<file path="src/rtl/resampler_output_sequencer.sv">
// resampler_output_sequencer
// Frame-rate controller for resampler_core. Each output-frame tick issues a
// one-cycle pop to every enabled channel, gathers the acked 24-bit results
// into staging registers, and commits the whole frame in parallel when all
// enabled channels have answered, when the wait times out, or when the next
// tick arrives. Channels that miss the frame are flagged in underrun_o.
//
// Ports:
//   clk, rst        clock, synchronous active-high reset
//   tick_i          one-cycle strobe marking the start of an output frame
//   ch_en_i         per-channel enable, sampled when a frame starts
//   pop_o           per-channel pop pulse to the resampler
//   ack_i, data_i   resampler acknowledge (one-hot) and its 24-bit result
//   frame_data_o    committed frame, channel k at [24k +: 24]
//   frame_valid_o   one-cycle pulse when frame_data_o/underrun_o update
//   underrun_o      enabled channels that were not acked in the last frame
//   busy_o          high while a frame is in flight (ISSUE/WAIT/COMMIT)
//
// Build option: RESAMPLER_SEQ_MUTE_ON_UNDERRUN_EN
//   defined   - an underrun channel is committed as zero
//   undefined - an underrun channel holds its previous committed value

module resampler_output_sequencer #(
    parameter int unsigned NUM_CH       = 8,
    parameter int unsigned NUM_CH_LOG2  = 3,
    parameter int unsigned TIMEOUT      = 1024,
    parameter int unsigned TIMEOUT_LOG2 = 10
) (
    input  logic                   clk,
    input  logic                   rst,
    input  logic                   tick_i,
    input  logic [NUM_CH-1:0]      ch_en_i,
    output logic [NUM_CH-1:0]      pop_o,
    input  logic [NUM_CH-1:0]      ack_i,
    input  logic [23:0]            data_i,
    output logic [NUM_CH*24-1:0]   frame_data_o,
    output logic                   frame_valid_o,
    output logic [NUM_CH-1:0]      underrun_o,
    output logic                   busy_o
);

    if ((1 << NUM_CH_LOG2) < NUM_CH) begin : g_bad_ch_log2
        $error("NUM_CH_LOG2 is too small for NUM_CH");
    end

    localparam logic [1:0] S_IDLE   = 2'd0;
    localparam logic [1:0] S_ISSUE  = 2'd1;
    localparam logic [1:0] S_WAIT   = 2'd2;
    localparam logic [1:0] S_COMMIT = 2'd3;

    localparam logic [TIMEOUT_LOG2:0] CNT_LAST = (TIMEOUT_LOG2 + 1)'(TIMEOUT - 1);

    logic [1:0]              state;
    logic [NUM_CH-1:0]       en_ff;
    logic [NUM_CH-1:0]       outstanding;
    logic [NUM_CH-1:0]       out_next;
    logic [TIMEOUT_LOG2:0]   cnt;
    logic                    pending_tick;
    logic [NUM_CH*24-1:0]    staging;
    logic [NUM_CH*24-1:0]    staging_next;
    logic [NUM_CH*24-1:0]    commit_data;
    logic                    wait_exit;

    assign busy_o = (state != S_IDLE);

    // This cycle's acks are folded in before the exit decision so that the
    // final ack commits on the very next edge.
    always_comb begin
        out_next     = outstanding & ~ack_i;
        staging_next = staging;
        commit_data  = '0;
        for (int unsigned k = 0; k < NUM_CH; k++) begin
            if (ack_i[k] && outstanding[k]) begin
                staging_next[24*k +: 24] = data_i;
            end
        end
        for (int unsigned k = 0; k < NUM_CH; k++) begin
            if (!en_ff[k]) begin
                commit_data[24*k +: 24] = '0;
            end else if (out_next[k]) begin
`ifdef RESAMPLER_SEQ_MUTE_ON_UNDERRUN_EN
                commit_data[24*k +: 24] = '0;
`else
                commit_data[24*k +: 24] = frame_data_o[24*k +: 24];
`endif
            end else begin
                commit_data[24*k +: 24] = staging_next[24*k +: 24];
            end
        end
        wait_exit = (out_next == '0) || (cnt == CNT_LAST) || tick_i;
    end

    always_ff @(posedge clk) begin
        if (rst) begin
            state         <= S_IDLE;
            en_ff         <= '0;
            outstanding   <= '0;
            cnt           <= '0;
            pending_tick  <= 1'b0;
            staging       <= '0;
            pop_o         <= '0;
            frame_data_o  <= '0;
            frame_valid_o <= 1'b0;
            underrun_o    <= '0;
        end else begin
            pop_o         <= '0;
            frame_valid_o <= 1'b0;
            case (state)
                S_IDLE: begin
                    if (tick_i) begin
                        state <= S_ISSUE;
                        en_ff <= ch_en_i;
                        pop_o <= ch_en_i;
                    end
                end
                S_ISSUE: begin
                    outstanding <= en_ff;
                    cnt         <= '0;
                    state       <= S_WAIT;
                    if (tick_i) pending_tick <= 1'b1;
                end
                S_WAIT: begin
                    cnt         <= cnt + 1'b1;
                    outstanding <= out_next;
                    staging     <= staging_next;
                    if (tick_i) pending_tick <= 1'b1;
                    // Outputs are loaded on entry to COMMIT so the pulse and
                    // the new frame appear together in the COMMIT cycle.
                    if (wait_exit) begin
                        state         <= S_COMMIT;
                        frame_valid_o <= 1'b1;
                        frame_data_o  <= commit_data;
                        underrun_o    <= out_next;
                        outstanding   <= '0;
                    end
                end
                S_COMMIT: begin
                    if (pending_tick || tick_i) begin
                        state        <= S_ISSUE;
                        en_ff        <= ch_en_i;
                        pop_o        <= ch_en_i;
                        pending_tick <= 1'b0;
                    end else begin
                        state <= S_IDLE;
                    end
                end
                default: state <= S_IDLE;
            endcase
        end
    end

endmodule

</file>
<file path="config.mk">
export PLATFORM = sky130hd
export DESIGN_NAME = resampler_output_sequencer
export DESIGN_NICKNAME = d
export VERILOG_FILES = /design/src/rtl/resampler_output_sequencer.sv
export SDC_FILE = /design/constraint.sdc
export NUM_CORES = 1
export LEC_CHECK = 0
export ABC_CLOCK_PERIOD_IN_PS = 5200
export CORE_ASPECT_RATIO = 1.5
export CORE_MARGIN = 4
export CORE_UTILIZATION = 58
export DETAILED_ROUTE_END_ITERATION = 16
export PLACE_DENSITY = 0.86
export SLEW_MARGIN = 10
export SYNTH_ARGS = -nofsm -noshare
export SYNTH_HDL_FRONTEND = slang
export SYNTH_SLANG_ARGS = --single-unit
</file>
<file path="constraint.sdc">
create_clock -name clk -period 5.2 [get_ports clk]
set_input_delay 1.56 -clock clk [delete_from_list [all_inputs] [get_ports clk]]
set_output_delay 1.56 -clock clk [all_outputs]
set_load 0.01 [all_outputs]
</file>
==> summary.txt, run 1 <==
Clock tree
  • CTS tree: done
  • Htree depth: 2
  • CTS Sinks: 431
  • Worst-skew pair later-pin latency: 550 ps
  • Post-CTS sizing: 0
  • TritonCTS Buffers: 38
  • Clk buf depth: 3
  • Clock transition at path regs: 70 ps
  • Root buffer cell: clkbuf_16
  • Hold-fix buffers, CTS: 0
  • Setup repair bufs after CTS: 0

Synth
  • XOR/XNOR Fraction of Synth Area: 0.469%
  • Post-synth ARST share: 0%
  • Post-synthesis simple-gate area fraction: 12.2%
  • Post-Syn Nets: 1,795
  • Top cells by area, synth: dfxtp_1 (51%), nand2_1 (9.1%), mux2i_1 (7.7%), o2bb2ai_1 (6.3%), a21oi_1 (6.0%)
  • Post-synthesis compound-gate area fraction: 19.4%
  • EDFF count, synth: 0
  • Mapped Avg Cell Area: 9.62 um^2
  • Netlist cell types: 48
  • Synth top cells by count: dfxtp_1 (431), nand2_1 (408), a21oi_1 (201)
  • Seq/Total Area, Yosys: 51.3%
  • Largest area contributor in the netlist: dfxtp_1
  • Largest family of logic cells by synthesized area: compound AO/OA/AOI/OAI gates
  • Post-synthesis mux area share: 12.4%
  • Cell with the most instances after synthesis: dfxtp_1
  • Synth Area in Adders: 0.298%
  • Post-synth top area share: 51.3%
  • Main flop type after synthesis: dfxtp_1
  • Post-Synthesis Cell Area: 16,800 um^2
  • Ys Warns: 0
  • Post-Synthesis Cells: 1,748
  • FF+latch count, synth: 431

STA
  • Slack of the critical path: 1150 ps
  • Final hold vios: 0
  • Clock Skew: 12.6 ps
  • Worst-case hold slack: 453 ps
  • Slew headroom: 23.4%
  • Period utilization: 77.9%
  • Setup repair after global routing missed its margin: false
  • FMAX: 247 MHz
  • Worst-Margin Slew: 1150 ps
  • Max-slew violations: 0
  • Setup TNS: 0 ps
  • Final min period: 4050 ps
  • # setup viols final: 0

Drt
  • Post-Route WL: 48,500 um
  • Final ANT Viol Nets: 0
  • First drt pass iteration count: 7
  • # DRC: 0
  • Total number of vias: 14,200
  • Vias per inst: 6.03
  • Iteration-0 DRC Markers: 1,149
  • Drt wl/cell: 20.7 um

Power and ir drop
  • Sw frac: 27.3%
  • P_sw: 2.22 mW
  • Lkg Pwr: 7.93 nW
  • Clock power share: 37.1%
  • Power, Total: 8.13 mW
  • P per Cell Area: 390 nW/um^2
  • Comb pwr share: 18.1%
  • Worst-case vdd ir drop: 278 uV
  • Seq pwr share: 44.9%
  • Cell Int Power: 5.92 mW

GRT
  • Grt ovf: 0
  • Initial antenna violation count: 4
  • Global-route wire length before repair: 75,400 um
  • Vias in the first global route: 14,000
  • Global Route Usage Sum: 29.1%
  • Pin count of the biggest net entering global routing: 81

Critical path
  • CP arrival: 4530 ps
  • WS Path Type: input pin to flop
  • Critical-path maximum fanout: 15
  • CP Cell Sequence: clkdlybuf4s50_1 -> and2b_1 -> nor4_4 -> a21o_1 -> nand3_1 -> buf_4 -> o2bb2ai_1
  • Worst setup EP type: flop
  • Slowest cell delay on critical path: 640 ps
  • Startpoint Class: input pin
  • R2R cell count: 8
  • Crit path max-delay cell type: clkdlybuf4s50_1
  • Crit path required time: 5670 ps

Placement
  • Pre-CTS setup slack: 774 ps
  • I/O Buffers: 252
  • Inst Count DP: 2,278
  • Post-DP HPWL: 32,300 um
  • Placer Congestion: 0.889

Layout
  • P&R area growth vs syn: 24.2%
  • Layout cells sized above 1: 12.9%
  • Final cell count without fillers: 2,350
  • FILL cells: 1,969
  • Final #Nets: 1,975

Die
  • Rows: 76
  • Core area: 28,600 um^2
  • Die Y: 217 um
  • Die Span X: 147 um
  • Starting Density: 58.7%
  • Die area: 31,800 um^2
  • IO Count: 253

Worst hold path
  • Hold depth: 2
  • Hold crit path type: flop to flop

Job
  • Max capacitance violation total: 0

Run status
  • Run status: complete, no violations
==> layout by cell type (no fill, tap or decap), drive strengths merged, types with 9 or more instances in the layout <==
| cell type | Yosys | layout |
|---|---|---|
| a21oi | 202 | 202 |
| nand3 | 21 | 21 |
| mux2 | 70 | 70 |
| and2 | 9 | 9 |
| nor2 | 36 | 36 |
| clkdlybuf4s50 | 0 | 251 |
| mux2i | 130 | 130 |
| buf | 33 | 37 |
| o221a | 70 | 70 |
| clkinv | 0 | 10 |
| nand2 | 408 | 408 |
| inv | 10 | 12 |
| o21ai | 12 | 12 |
| dfxtp | 431 | 431 |
| clkbuf | 115 | 47 |
| o2bb2ai | 120 | 120 |
==> critical path, delay by kind of cell <==
kind	cells	cell delay, ps
AND/OR/NAND/NOR	3	1210
buffers and inverters	2	1000
AO/OA/AOI/OAI	2	750
==> final timing paths <==
kind / from / endpoint / slack, ps
max: ack_i[6] / frame_data_o[53] / 1150
min: staging[158] / staging[158] / 450
max reg2reg: state[0] / staging[84] / 2250
min reg2reg: staging[158] / staging[158] / 450
==> power by group through the flow <==
stage	sequential, mW	clock, mW	combinational [mW]
floorplan	3.75	0	0.777
global placement	3.72	0	1.41
detailed placement	3.72	0	1.45
CTS	3.65	3.03	1.45
global route	3.67	3.16	1.55
finish	3.65	3.02	1.47
==> layout make-up <==
type	instances	area, um^2	area share (%)
Clock inverter	21	315	1.51
Inverter	10	37.5	0.180
Antenna cell	4	10.0	0.0479
Clock buffer	47	1010	4.86
Tap cell	390	488	2.34
Multi-Input combinational cell	1159	7600	36.4
Timing Repair Buffer	288	2790	13.4
Sequential cell	431	8630	41.3
==> through the flow <==
| step | util, % | cell area, um^2 |
|---|---|---|
| 2_1_floorplan | - | 16800 |
| 3_3_place_gp | 68.2 | 19500 |
| 3_5_place_dp | 68.2 | 19500 |
| 4_1_cts | 72.8 | 20800 |
| 5_1_grt | 73.0 | 20900 |
| 6_report | 73.0 | 20900 |
==> logic make-up after synthesis <==
family | count (synthesis)
mux | 200
buf+inv | 158
xor+xnor | 9
fa+ha+maj | 4
simple gates | 503
flops | 431
compound gates | 443
==> sequential cells by signal, indices dropped and copies added (netlist names) <==
signal	count
cnt	11
en_ff	8
frame_data_o	192
frame_valid_o	1
outstanding	8
pending_tick	1
pop_o	8
staging	192
state	2
underrun_o	8
==> metal layers <==
layer / GRT usage (%) / wire length, um / up-vias
met5: 0 / 13 / -
met4: 18.4 / 3180 / 2
met3: 5.00 / 3080 / 179
met2: 48.5 / 23300 / 627
met1: 34.9 / 19000 / 6795
li1: - / - / 6560
Note: power is estimated with default switching activity, not from simulation.
==> run 2: changes to the inputs <==
--- a/config.mk
+++ b/config.mk
@@ -5,12 +5,12 @@
 export SDC_FILE = /design/constraint.sdc
 export NUM_CORES = 1
 export LEC_CHECK = 0
-export ABC_CLOCK_PERIOD_IN_PS = 5200
+export ABC_CLOCK_PERIOD_IN_PS = 3600
 export CORE_ASPECT_RATIO = 1.5
 export CORE_MARGIN = 4
-export CORE_UTILIZATION = 58
+export CORE_UTILIZATION = 49
 export DETAILED_ROUTE_END_ITERATION = 16
-export PLACE_DENSITY = 0.86
+export PLACE_DENSITY = 0.77
 export SLEW_MARGIN = 10
 export SYNTH_ARGS = -nofsm -noshare
 export SYNTH_HDL_FRONTEND = slang
==> constraint.sdc (replaced) <==
create_clock -name clk -period 3.6 [get_ports clk]
set_input_delay 1.08 -clock clk [delete_from_list [all_inputs] [get_ports clk]]
set_output_delay 1.08 -clock clk [all_outputs]
set_load 0.01 [all_outputs]
==> run 2 against run 1 <==
Count of clock-buffer cells in the layout rose by 6. Global-route usage shrank 3.9 points. Sequential cell count unchanged. Worst setup slack got worse by 670 ps. Non-clock buffer count rose by 48. Sequential power increased by 45%. Cell count increased by 3.4%. Total power up 45%. Largest power group unchanged. Utilization decreased by 9.8 points. Die area is 17% higher. Clock skew is essentially flat. Highest routed layer unchanged. Critical path type unchanged.
==> summary.txt, run 2 (synthesized netlist as in run 1, its figures left out) <==
STA
  • Clock Skew: 12.6 ps (+0.0297 ps)
  • Max-slew violations: 0 (unchanged)
  • Final min period: 3120 ps
  • Worst-Margin Slew: 991 ps (-155 ps)
  • Final hold vios: 0 (unchanged)
  • # setup viols final: 0 (unchanged)
  • Setup repair after global routing missed its margin: false
  • FMAX: 320 MHz
  • Period utilization: 86.8%
  • Slew headroom: 33.9% (+11 points)

Power and ir drop
  • Lkg Pwr: 8.15 nW (+2.8%)
  • Cell Int Power: 8.56 mW (+45%)
  • Sw frac: 27.4% (+0.13 points)
  • Comb pwr share: 18.3% (+0.2 points)
  • P_sw: 3.23 mW (+46%)
  • P per Cell Area: 555 nW/um^2 (+42%)
  • Clock power share: 36.8% (-0.3 points)
  • Power, Total: 11.8 mW (+45%)
  • Seq pwr share: 44.8% (about the same)
  • Worst-case vdd ir drop: 293 uV (+5.6%)

Drt
  • Final ANT Viol Nets: 0 (unchanged)
  • Iteration-0 DRC Markers: 1,178 (+2.5%)
  • Post-Route WL: 49,600 um (+2.2%)
  • Vias per inst: 5.84 (-3.2%)
  • Drt wl/cell: 20.4 um (-1.1%)
  • First drt pass iteration count: 5 (-2)
  • Total number of vias: 14,200 (+0.099%)
  • # DRC: 0 (unchanged)

Worst hold path
  • Hold crit path type: flop to flop
  • Hold depth: 2 (unchanged)

GRT
  • Global Route Usage Sum: 25.2% (-3.9 points)
  • Global-route wire length before repair: 77,200 um (+2.4%)
  • Pin count of the biggest net entering global routing: 74 (-8.6%)
  • Grt ovf: 0 (unchanged)
  • Initial antenna violation count: 5 (+1)
  • Vias in the first global route: 14,000 (-0.15%)

Layout
  • Most frequent cells in the layout: dfxtp_1 (431), nand2_1 (408), clkdlybuf4s50_1 (251)
  • Leading registers by flop count: frame_data_o: 192 flops, staging: 192 flops, cnt: 11 flops
  • Layout cells sized above 1: 15.0% (+2.1 points)
  • P&R area growth vs syn: 26.4%
  • Commonest non-fill, non-tap cell in the layout: dfxtp_1
  • Final #Nets: 2,025 (+2.5%)
  • FILL cells: 2,713 (+38%)
  • Final non-filler cell area: 21,300 um^2 (+1.8%)

Clock tree
  • CTS tree: done
  • TritonCTS Buffers: 40 (+5.3%)
  • Clock transition at path regs: 70 ps (about the same)
  • Worst-skew pair later-pin latency: 540 ps (about the same)
  • CTS Sinks: 431 (unchanged)
  • Htree depth: 2 (unchanged)
  • Root buffer cell: clkbuf_16
  • Setup repair bufs after CTS: 0 (unchanged)
  • Hold-fix buffers, CTS: 0 (unchanged)
  • Post-CTS sizing: 0 (unchanged)
  • Clk buf depth: 3 (unchanged)

Die
  • Die area: 37,400 um^2 (+17%)
  • Die Y: 235 um (+8.5%)
  • Core area: 33,700 um^2 (+18%)
  • Die Span X: 159 um (+8.3%)
  • IO Count: 253 (unchanged)
  • Rows: 82 (+7.9%)
  • Starting Density: 50.0% (-8.8 points)

Critical path
  • R2R cell count: 5 (-3)
  • CP arrival: 3600 ps (-930 ps)
  • WS Path Type: input pin to flop
  • Critical-path maximum fanout: 23 (+8)
  • Startpoint Class: input pin
  • Crit path required time: 4080 ps (-1590 ps)
  • Worst setup EP type: flop

Run status
  • Run status: complete, no violations

Placement
  • I/O Buffers: 252 (unchanged)
  • Placer Congestion: 0.943 (+6.1%)
  • Post-DP HPWL: 34,200 um (+5.7%)
  • DP Area: 19,900 um^2 (+2.0%)

Job
  • Max capacitance violation total: 0 (unchanged)
run 2: cell count changes in the layout (fill, tap and decap cells not counted), sizes merged:
cell | before | now
clkinv | 10 | 8
clkinvlp | 2 | 3
inv | 12 | 11
buf | 37 | 85
bufinv | 7 | 4
clkbuf | 47 | 53
run 2: stage by stage:
step	utilization (%)	worst slack [ps]	TNS, ps	std cells	hold slack, ps
after floorplan	-	853	0	1748	433
after global placement	59.2	29.8	0	2356	438
after detailed placement	59.2	-11.2	-129	2356	444
after CTS	63.1	536	0	2425	454
after global routing	63.1	323	0	2428	472
final	63.2	476	0	2429	454
run 2: layout make-up:
| cell class | instances | area [um^2] | share of cell area [%] |
|---|---|---|---|
| flip-flops and latches | 431 | 8630 | 40.6 |
| multi-input cells | 1159 | 7570 | 35.6 |
| repair buffers | 336 | 3150 | 14.8 |
| clock buffers | 53 | 1130 | 5.32 |
| well taps | 420 | 526 | 2.47 |
| clock inverters | 16 | 195 | 0.918 |
| inverters | 10 | 37.5 | 0.177 |
| diodes | 4 | 10.0 | 0.0471 |
run 2: worst max-delay path, cell delays in order:
cell and delay, ps:
clkdlybuf4s50_1 490, and2b_1 360, nor4_4 100, a21oi_2 340, buf_4 210, o31a_1 690
o221a_2 330
run 2: worst paths after layout:
path	start	endpoint	slack, ps
min reg2reg	staging[103]	staging[103]	450
max	ack_i[1]	frame_data_o[122]	480
min	staging[103]	staging[103]	450
max reg2reg	state[0]	frame_data_o[188]	1010
run 2: layer usage:
layer  up-vias  wire length (um)  global-route usage (%)
met5         -                13                       0
met4         2              2540                    13.3
met3       137              2880                    3.75
met2       560             24200                    42.4
met1      6829             20000                    31.3
li1       6649                 -                       -
run 2: power by group through the flow:
stage,clock network (mW),registers (mW),logic [mW]
final,4.34,5.29,2.16
after global routing,4.58,5.32,2.29
after CTS,4.41,5.29,2.15
after detailed placement,0,5.39,2.15
after global placement,0,5.39,2.10
after floorplan,0,5.42,1.12
==> run 3: changes to the inputs <==
--- a/config.mk
+++ b/config.mk
@@ -6,11 +6,13 @@
 export NUM_CORES = 1
 export LEC_CHECK = 0
 export ABC_CLOCK_PERIOD_IN_PS = 3600
+export CELL_PAD_IN_SITES_DETAIL_PLACEMENT = 0
+export CELL_PAD_IN_SITES_GLOBAL_PLACEMENT = 2
 export CORE_ASPECT_RATIO = 1.5
 export CORE_MARGIN = 4
-export CORE_UTILIZATION = 49
+export CORE_UTILIZATION = 30
 export DETAILED_ROUTE_END_ITERATION = 16
-export PLACE_DENSITY = 0.77
+export PLACE_DENSITY = 0.76
 export SLEW_MARGIN = 10
 export SYNTH_ARGS = -nofsm -noshare
 export SYNTH_HDL_FRONTEND = slang
==> run 3 against run 2 <==
Hold slack got worse by 1.9 ps. Maximum frequency increased by 0.66%. Global-route usage down 6.1 points. Count of clock-buffer cells in the layout increased by 14. Highest routed layer is now met4.
==> summary.txt, run 3 (synthesized netlist as in run 1, its figures left out) <==
Clock tree
  • TritonCTS Buffers: 44 (+10%)
  • Post-CTS sizing: 0 (unchanged)
  • Root buffer cell: clkbuf_16
  • CTS Sinks: 431 (unchanged)
  • Htree depth: 2 (unchanged)
  • Setup repair bufs after CTS: 0 (unchanged)
  • Clk buf depth: 3 (unchanged)
  • Hold-fix buffers, CTS: 0 (unchanged)
  • CTS tree: done
  • Worst-skew pair later-pin latency: 550 ps (about the same)
  • Clock transition at path regs: 60 ps (about the same)

Layout
  • Multi-input logic area: 7580 um^2 (about the same)
  • Most frequent cells in the layout: dfxtp_1 (431), nand2_1 (408), clkdlybuf4s50_1 (251)
  • FILL cells: 5,507 (+100%)
  • Final cell count without fillers: 2,728 (+12%)
  • Ant diodes: 0 (-4)
  • Layout cells sized above 1: 15.9% (+0.93 points)
  • Leading registers by flop count: frame_data_o: 192 flops, staging: 192 flops, cnt: 11 flops
  • Fin util: 39.4% (-24 points)
  • Final #Nets: 2,039 (+0.69%)
  • Register Area: 8630 um^2 (unchanged)
  • Final non-filler cell area: 21,900 um^2 (+3.1%)
  • P&R area growth vs syn: 30.3%
  • Commonest non-fill, non-tap cell in the layout: dfxtp_1

Critical path
  • Critical-path maximum fanout: 23 (unchanged)
  • Startpoint Class: input pin
  • Worst R2R Setup Slack: 1180 ps (+170 ps)
  • Worst Setup SP: ack_i[0]
  • Crit path required time: 4080 ps (about the same)
  • CP arrival: 3590 ps (about the same)
  • Reg2reg start: outstanding[6]
  • WS Path Type: input pin to flop
  • Worst setup EP type: flop

Die
  • Die Y: 298 um (+27%)
  • Die area: 60,000 um^2 (+60%)
  • Starting Density: 30.3% (-20 points)
  • Core area: 55,600 um^2 (+65%)
  • Die Span X: 201 um (+26%)
  • IO Count: 253 (unchanged)
  • Rows: 106 (+29%)

Placement
  • Pre-CTS setup slack: -49.4 ps (-38.2 ps)
  • I/O Buffers: 252 (unchanged)
  • DP Area: 20,400 um^2 (+2.4%)
  • Inst Count DP: 2,648 (+12%)
  • Post-DP HPWL: 41,900 um (+23%)
  • Placer Congestion: 0.796 (-16%)

GRT
  • Grt ovf: 0 (unchanged)
  • Global-route wire length before repair: 89,400 um (+16%)
  • Global Route Usage Sum: 19.1% (-6.1 points)
  • Pin count of the biggest net entering global routing: 64 (-14%)
  • Initial antenna violation count: 1 (-4)
  • Vias in the first global route: 13,800 (-1.1%)

Drt
  • Vias per inst: 5.03 (-14%)
  • # DRC: 0 (unchanged)
  • Post-Route WL: 59,500 um (+20%)
  • Final ANT Viol Nets: 0 (unchanged)
  • First drt pass iteration count: 4 (-1)
  • Total number of vias: 13,700 (-3.2%)
  • Iteration-0 DRC Markers: 792 (-33%)
  • Drt wl/cell: 21.8 um (+6.8%)

Power and ir drop
  • P per Cell Area: 566 nW/um^2 (+2.0%)
  • Worst-case vdd ir drop: 310 uV (+5.7%)
  • Power, Total: 12.4 mW (+5.2%)
  • Lkg Pwr: 8.31 nW (+2.0%)

STA
  • Setup TNS: 0 ps (unchanged)
  • Worst-case hold slack: 452 ps (-1.91 ps)
  • Setup repair after global routing missed its margin: false
  • Clock Skew: 15.4 ps (+2.78 ps)
  • Final min period: 3100 ps (-20.4 ps)
  • Worst-Margin Slew: 933 ps (-58.6 ps)
  • Slew headroom: 37.8% (+3.9 points)
  • Final hold vios: 0 (unchanged)
  • Slack of the critical path: 496 ps (+20.4 ps)
  • # setup viols final: 0 (unchanged)
  • Period utilization: 86.2% (-0.57 points)
  • Max-slew violations: 0 (unchanged)
  • FMAX: 322 MHz (+0.66%)

Worst hold path
  • Hold crit path type: flop to flop
  • Hold_sp: staging[158]

Run status
  • Run status: complete, no violations

Job
  • Max capacitance violation total: 0 (unchanged)
==> run 3: changes by cell type in the layout (fill, tap and decap cells not counted), moves of 3 or more <==
cell | before | now
clkbuf_8 | 6 | 14
buf_4 | 84 | 91
clkbuf_16 | 41 | 45
diode_2 | 4 | 0
buf_12 | 0 | 3
nor2_1 | 36 | 33
nor2_2 | 0 | 3
==> run 3: final timing paths <==
path / cells after the start / to
min: 2 / staging[158]
min reg2reg: 2 / staging[158]
max reg2reg: 5 / frame_data_o[148]
max: 6 / frame_data_o[148]
==> run 3: critical path, cell delays in order <==
cell,delay (ps)
clkdlybuf4s50_1,530
and2b_1,380
nor4_4,70
a21oi_2,380
o31a_1,800
o221a_2,340
==> run 3: cell type report <==
| cell class | instances | area share (%) |
|---|---|---|
| inverters | 10 | 0.171 |
| well taps | 702 | 4.01 |
| flip-flops and latches | 431 | 39.4 |
| repair buffers | 346 | 14.9 |
| multi-input cells | 1159 | 34.6 |
| clock inverters | 13 | 0.794 |
| clock buffers | 67 | 6.16 |
==> run 3: report_power, final <==
| part | switching (mW) | internal, mW | total [mW] |
|---|---|---|---|
| clock network | 1.95 | 2.87 | 4.82 |
| registers | 0.263 | 5.06 | 5.33 |
| logic | 1.24 | 1.02 | 2.27 |
| total | 3.45 | 8.96 | 12.4 |
==> run 3: layer usage <==
| layer | GRT usage [%] | routed length (um) | vias to the layer above |
|---|---|---|---|
| met5 | 0 | 0 | - |
| met4 | 6.45 | 1970 | 0 |
| met3 | 3.09 | 2520 | 79 |
| met2 | 34.3 | 30200 | 307 |
| met1 | 23.1 | 24800 | 6656 |
| li1 | - | - | 6685 |
